==> src/rtl/mo_line_scheduler.sv <==
// Motion-object line scheduler: ping-pong counter clear/load strobes plus one object-table walk per line.
// Latency: all outputs registered; sequencing advances on ce5 ticks, fetch ack latched on any clk.
// Backpressure: obj_req held until obj_ack; a scan still running at the line wrap is aborted and flagged.
module mo_line_scheduler #(
    parameter int H_TOTAL = 320,
    parameter int N_OBJ   = 16,
    parameter int OBJ_W   = 8,
    localparam int IW = (N_OBJ > 1) ? $clog2(N_OBJ) : 1,
    localparam int DW = $clog2(OBJ_W + 1)
) (
    input  logic          clk,
    input  logic          reset,
    input  logic          ce5,
    input  logic          vblank,
    input  logic          obj_ack,
    input  logic          obj_hit,
    output logic          obj_req,
    output logic [IW-1:0] obj_idx,
    output logic          ld1_n,
    output logic          ld2_n,
    output logic          cl1_n,
    output logic          cl2_n,
    output logic          bank,
    output logic          wr_en,
    output logic [8:0]    hpos,
    output logic          overflow
);

    typedef enum logic [2:0] {S_IDLE, S_FETCH, S_LOAD, S_DRAW, S_NEXT} state_t;

    state_t        state_q, state_d;
    logic [IW-1:0] idx_d;
    logic [DW-1:0] cnt_q, cnt_d;
    logic [8:0]    hpos_d;
    logic          req_d, got_q, got_d, hit_q, hit_d, wr_d;
    logic          ld1_d, ld2_d, cl1_d, cl2_d, bank_d, ovf_d;
    logic          start_q, start_d;
    logic          wrap;

    assign wrap = ce5 && (hpos == 9'(H_TOTAL - 1));

    always_ff @(posedge clk) begin
        if (reset) begin
            state_q  <= S_IDLE;
            obj_idx  <= '0;
            cnt_q    <= '0;
            hpos     <= '0;
            obj_req  <= 1'b0;
            got_q    <= 1'b0;
            hit_q    <= 1'b0;
            wr_en    <= 1'b0;
            ld1_n    <= 1'b1;
            ld2_n    <= 1'b1;
            cl1_n    <= 1'b1;
            cl2_n    <= 1'b1;
            bank     <= 1'b0;
            overflow <= 1'b0;
            start_q  <= 1'b0;
        end else begin
            state_q  <= state_d;
            obj_idx  <= idx_d;
            cnt_q    <= cnt_d;
            hpos     <= hpos_d;
            obj_req  <= req_d;
            got_q    <= got_d;
            hit_q    <= hit_d;
            wr_en    <= wr_d;
            ld1_n    <= ld1_d;
            ld2_n    <= ld2_d;
            cl1_n    <= cl1_d;
            cl2_n    <= cl2_d;
            bank     <= bank_d;
            overflow <= ovf_d;
            start_q  <= start_d;
        end
    end

    always_comb begin
        state_d = state_q;
        idx_d   = obj_idx;
        cnt_d   = cnt_q;
        hpos_d  = hpos;
        req_d   = obj_req;
        got_d   = got_q;
        hit_d   = hit_q;
        wr_d    = wr_en;
        ld1_d   = ld1_n;
        ld2_d   = ld2_n;
        cl1_d   = cl1_n;
        cl2_d   = cl2_n;
        bank_d  = bank;
        ovf_d   = overflow;
        start_d = start_q;

        // The handshake is the only thing that moves between ce5 ticks.
        if (obj_req && obj_ack) begin
            req_d = 1'b0;
            got_d = 1'b1;
            hit_d = obj_hit;
        end

        if (ce5) begin
            hpos_d  = wrap ? 9'd0 : hpos + 9'd1;
            start_d = wrap;
            ld1_d   = 1'b1;
            ld2_d   = 1'b1;
            cl1_d   = 1'b1;
            cl2_d   = 1'b1;
            if (wrap) begin
                // New display counter is counter 1 when the toggled bank is 0.
                bank_d  = ~bank;
                cl1_d   = ~bank;
                cl2_d   = bank;
                ovf_d   = (state_q != S_IDLE);
                state_d = S_IDLE;
                req_d   = 1'b0;
                got_d   = 1'b0;
                wr_d    = 1'b0;
            end else begin
                case (state_q)
                    S_IDLE: begin
                        if (start_q && !vblank) begin
                            state_d = S_FETCH;
                            idx_d   = '0;
                            req_d   = 1'b1;
                            got_d   = 1'b0;
                        end
                    end
                    S_FETCH: begin
                        if (got_q) begin
                            got_d = 1'b0;
                            if (hit_q) begin
                                state_d = S_LOAD;
                                ld1_d   = ~bank;
                                ld2_d   = bank;
                            end else begin
                                state_d = S_NEXT;
                            end
                        end
                    end
                    S_LOAD: begin
                        state_d = S_DRAW;
                        wr_d    = 1'b1;
                        cnt_d   = '0;
                    end
                    S_DRAW: begin
                        if (cnt_q == DW'(OBJ_W - 1)) begin
                            state_d = S_NEXT;
                            wr_d    = 1'b0;
                        end else begin
                            cnt_d = cnt_q + 1'b1;
                        end
                    end
                    S_NEXT: begin
                        if (obj_idx == IW'(N_OBJ - 1)) begin
                            state_d = S_IDLE;
                        end else begin
                            state_d = S_FETCH;
                            idx_d   = obj_idx + 1'b1;
                            req_d   = 1'b1;
                        end
                    end
                    default: state_d = S_IDLE;
                endcase
            end
        end
    end

endmodule

==> config.mk <==
export PLATFORM = sky130hd
export DESIGN_NAME = mo_line_scheduler
export DESIGN_NICKNAME = d
export VERILOG_FILES = /design/src/rtl/mo_line_scheduler.sv
export SDC_FILE = /design/constraint.sdc
export NUM_CORES = 1
export LEC_CHECK = 0
export BUFFER_PORTS_ARGS = -buffer_cell sky130_fd_sc_hd__buf_4
export CAP_MARGIN = 20
export CELL_PAD_IN_SITES_DETAIL_PLACEMENT = 0
export CELL_PAD_IN_SITES_GLOBAL_PLACEMENT = 1
export CORE_ASPECT_RATIO = 1.1
export CORE_MARGIN = 2
export CORE_UTILIZATION = 45
export CTS_BUF_LIST = sky130_fd_sc_hd__clkbuf_8
export CTS_CLUSTER_DIAMETER = 30
export DETAILED_ROUTE_END_ITERATION = 7
export PLACE_DENSITY_LB_ADDON = 0.1
export SYNTH_ARGS = -nofsm -noshare
export SYNTH_HDL_FRONTEND = slang
export SYNTH_SLANG_ARGS = --single-unit
export TNS_END_PERCENT = 5
==> constraint.sdc <==
create_clock -name clk -period 4.1 [get_ports clk]
set_input_delay 0.82 -clock clk [delete_from_list [all_inputs] [get_ports clk]]
set_output_delay 0.82 -clock clk [all_outputs]
set_load 0.02 [all_outputs]
* Yosys cells after proc, flatten, opt, wreduce, memory -nomap -nowiden
Index checks and enable logic that the tools add are counted.
** Operators by class
- $add $sub $neg :: 3
- Equal/unequal tests :: 13
- Mux-type cells :: 38
- Bitwise logic cells :: 2
- Reductions and logical operators :: 14
** Operators with widths (count)
- two-way mux 1 bit :: 23
- one-hot mux 4 bit (2 select lines) :: 2
- two-way mux 3 bit :: 5
- one-hot mux 3 bit (5 select lines) :: 1
- two-way mux 4 bit :: 3
- adder 9 x 1 -> 9 bit, second input constant :: 1
- equality test 9 bit, second input constant :: 1
- two-way mux 9 bit :: 1
- inequality test 3 bit, second input constant :: 3
- adder 4 x 1 -> 4 bit, second input constant :: 2
- AND reduction 4 bit :: 2
- equality test 3 x 2 -> 1 bit, second input constant :: 2
- inequality test 2 bit, second input constant :: 3
- one-hot mux 1 bit (2 select lines) :: 3
- nonzero test 3 bit :: 2
- AND reduction 5 bit :: 1
- equality test 4 x 3 -> 1 bit, second input constant :: 1
- equality test 4 bit, second input constant :: 1
- nonzero test 2 bit :: 2
- equality test 3 x 1 -> 1 bit, second input constant :: 1
- equality test 3 bit, second input constant :: 1
- logical AND 1 bit :: 3
- zero test 3 bit :: 1
- AND reduction 3 bit :: 1
- other kinds (3) :: 4
** Word-level totals
- Bits in registers :: 31
- Input bits :: 6

* Logic depth before layout (Yosys ltp)
- Depth after elaboration :: 6
- Mapped depth :: 6
- Mapped depth without buffers :: 5

* Least setup slack after synthesis
No wires, ideal clock.
- Path kind :: in2reg
- From :: input port ce5
- To :: register state_q[2]
- Arrival time :: 1.871 ns
- Path slack :: 2.105 ns
- Stages on the path :: 5
- Cell sequence :: nand3_1 > or3_1 > buf_2 > a221o_1 > mux2i_1
** Between the ends
- Longest elaborated chain between the ends :: 3
- Elaborated cells on any way between the ends :: 6
- Classes of those cells :: eq/ne: 3; mux: 1; reduce/logical: 2
** RTL lines
- start: declaration :: RTL line 13 : input logic ce5,
- logical AND 1 bit :: RTL line 40 : assign wrap = ce5 && (hpos == 9'(H_TOTAL - 1));
- inequality test 3 bit (no line)
- AND reduction 4 bit (no line)
- end signal: assignment :: RTL line 60 : state_q <= state_d;
- end: declaration :: RTL line 31 : state_t state_q, state_d;
Parallel ways exist; a longest one is shown, timed or not.
A chain may end at the register's enable or synchronous reset.

* Worst setup path after layout
Same ends and word-level chain as after synthesis.

==> impl_results.md <==
- Total detailed-routing wirelength: around 3700 um
- Vias in the first global route: 1352
- Share of final-layout standard cells stronger than drive strength 1: a little under a fifth
- Netlist Area Pre-Place: about 1500 um^2
- Share of flip-flops with an asynchronous set or reset after synthesis: 0%
- Critical path fanouts, max: 16
- Worst slew margin relative to its limit: 46.2%
- Height of the die: 65.2 um
- Number of filler instances in the final layout: ~310
- Synth Net Count: around 190
- TritonCTS clock tree: done
- Detail Route Antenna Nets: 0
- Die X: ~60 um
- Count of hold buffers inserted by post-cts repair: 0
- Maximum achievable frequency: roughly 0.5 GHz
- Number of warnings issued by yosys: 0
- First-pass GRT wire length: just over 6000 um
- Weighted congestion reported at the end of routability-driven placement: between 0.7 and 0.8
- Initial antenna violation count: 0
- RSZ-0062 raised after global routing: false
- Antenna diodes: 0
- Final slew viol count: 0
- H-tree depth: 2
- Wire length per cell after detailed routing: 15.2 um
- CP max stage delay: roughly 460 ps
- Gate family responsible for the most delay along the worst path: simple AND/OR/NAND/NOR gates
- Kind of start point of the critical path: input port
- Buf+Inv Stages, Crit Path: 1
- DR vias: 1473
- Run status: finished, final reports clean
- Worst Path Class, Setup: input port to flop
- Number of cells on the worst reg-to-reg path: 4
- CP Capture Type: flop
- PostCTS Resize Cnt: 0
- Worst hold path type: flop to flop
- Fraction of the cycle the final worst path needs: between 40% and 50%
- LEAKAGE: a little over 0.7 nW
- Storage element area: around 620 um^2
- GRT overflow: 0
- Full die area: roughly 4000 um^2
- Flops & latches, synth: 31
- Clock period minus final worst setup slack: roughly 2000 ps
- Primary FF master, synth: dfxtp_1
- Fin Clk Skew: approximately 7 ps
- Post-CTS setup buffer count: 0
- Drt via density: about 6.1
- Nets: roughly 210
- CP arrival: about 2200 ps
- Max-cap violations: 0
- Capture instance of the worst register-to-register path: obj_idx[3]
- Initial core utilization: between 40 and 50%
- Share of synthesized area occupied by flip-flops and latches: around two fifths
- Hold path endpoint: cl1_n
- Startpoint of the lowest-slack register-to-register path: state_q[2]
- Clock transition at the register clock pins on the worst setup and hold paths after CTS: 70 ps
- Post-Route Setup TNS: 0 ps
- Average cell area after synthesis: around 8.6 um^2
- Count of final setup violators: 0
- Critical path cell sequence: buf_4 > nand3_1 > or3_1 > a221o_1 > mux2i_1
- Half-perimeter wire length after placement: between 2000 and 3000 um
- Fin. Hold Viols: 0
- P per Cell Area: between 300 and 400 nW/um^2
- Slowest stage cell on the critical path: or3_1
- Hold Path Origin: cl1_n
- Library cell used as clock root buffer: clkbuf_8
- Worst IR drop on VDD: roughly 0.2 mV
- Power consumption: 0.648 mW
- Combined area of the multi-input logic cells: between 800 and 900 um^2
- Global-route total usage across every layer: approximately 21%
- Worst hold path cell count: 2
- Number of buffers on the longest clock path: 2
- DRC errors left: 0
- Number of unique standard cell types used by synthesis: between 40 and 50
- Core box area: about 3300 um^2
- Pin count of the biggest net entering global routing: 27
- Boundary Pins: 27
- Num Clock Sinks: 31
- First-pass iteration count of the detailed router: 4
- Clock buffer count from CTS: 5
- Gate count of the mapped netlist: 179
- Site Rows: 22
- First-iteration detailed-routing DRC count: roughly 50
- Clock Latency Late Sink: 280 ps
- Worst reg-to-reg setup slack: roughly 2100 ps
- Number of flops mapped to enable cells by yosys: 0
- Critical Path RT: 4270 ps
- Transition time at the pin with the least slew margin: about 800 ps
- Area growth from synthesis to layout: 21.1%
- Number of buffers added on ports: 26
-- how the worst max path moves through the flow --
stage                    start          to  slack (ps)  cells past startpoint
global route        state_q[2]  obj_idx[3]        1890                      4
CTS                        ce5  state_q[2]        2090                      5
floorplan                  ce5  state_q[2]        2110                      5
global placement           ce5  state_q[0]        1840                      5
finish                     ce5  state_q[2]        2080                      5
detailed placement         ce5  state_q[2]        1780                      5
-- metrics by stage --
step | hold WS [ps] | instance area (um^2) | utilization, % | instances | worst slack [ps]
CTS | 483 | 1860 | 56.2 | 240 | 2090
global route | 520 | 1860 | 56.2 | 240 | 1890
detailed placement | 467 | 1740 | 52.7 | 232 | 1780
global placement | 466 | 1740 | 52.7 | 232 | 1840
finish | 484 | 1860 | 56.2 | 240 | 2080
floorplan | 451 | 1530 | - | 179 | 2110
-- cell usage after synthesis, types with 2 or more instances --
cell / n / area [um^2]
nand3_1: 7 / 35.0
buf_2: 3 / 15.0
ha_1: 3 / 37.5
nand4b_1: 3 / 26.3
dfxtp_1: 31 / 621
and2_1: 3 / 18.8
o311ai_0: 2 / 17.5
xnor2_1: 2 / 17.5
nor3_1: 6 / 30.0
nor2_1: 14 / 52.6
and3_1: 3 / 18.8
a211oi_1: 2 / 15.0
or3_1: 3 / 18.8
clkbuf_1: 7 / 26.3
o41ai_1: 2 / 17.5
o21ai_0: 8 / 40.0
a21oi_1: 14 / 70.1
nand3b_1: 2 / 15.0
xor2_1: 2 / 17.5
nand4_1: 3 / 18.8
nand2_1: 12 / 45.0
o32ai_1: 2 / 17.5
mux2i_1: 5 / 50.1
or4_1: 4 / 30.0
o31ai_1: 5 / 37.5
inv_1: 7 / 26.3
nor3b_1: 4 / 30.0
-- power by group --
group | switching [mW] | internal (mW) | total, mW | leakage (nW)
Clock | 0.112 | 0.196 | 0.309 | 0.0612
Combinational | 0.0205 | 0.0118 | 0.0323 | 0.408
Sequential | 0.00346 | 0.304 | 0.307 | 0.250
Total | 0.136 | 0.512 | 0.648 | 0.720
-- registers in the layout (all words and copies together) (netlist names), 3 cells and up --
name / flops
hpos: 9
cnt_q: 4
obj_idx: 4
state_q: 3
-- cell type report --
class	instances	share of cell area, %
Clock buffer	6	4.45
Timing Repair Buffer	27	10.9
Tap cell	36	2.43
Multi-Input combinational cell	131	45.5
Sequential cell	31	33.4
Inverter	7	1.42
Clock inverter	2	1.89
-- cell usage in the layout, fill, tap and decap left out, drive strengths merged, types with 3 or more instances in the layout --
cell and count:
a21oi 14, and2 3, and3 3, buf 27, clkbuf 6, dfxtp 31, ha 3, inv 7
mux2i 5, nand2 12, nand3 7, nand4 3, nand4b 3, nor2 14, nor3 6, nor3b 4
o21ai 8, o31ai 5, or3 3, or4 4
-- metal layers --
layer,track usage (%),wire [um],vias to the layer above
met5,0,0,-
li1,-,-,724
met1,23.6,1610,721
met4,8.33,46,0
met2,36.1,1890,21
met3,4.13,114,7
-- logic make-up (layout without fill, tap and decap cells) --
| kind of cell | after synthesis | after routing | share of synthesized area, % |
|---|---|---|---|
| DFF | 31 | 31 | 40.5 |
| xor gates and xnor gates | 4 | 4 | 2.29 |
| adders and majority gates | 3 | 3 | 2.45 |
| buffers and inverters | 17 | 42 | 4.41 |
| and+or+nand+nor | 70 | 70 | 25.2 |
| AOI/OAI and AO/OA | 49 | 49 | 21.9 |
| muxes | 5 | 5 | 3.27 |
-- worst reg2reg max path, cell delays in order, from the launching register on --
cell	delay [ps]
dfxtp_1	540
nor3b_1	390
a32oi_1	260
or3_1	420
o41ai_1	300
(Power assumes the default switching activity.)
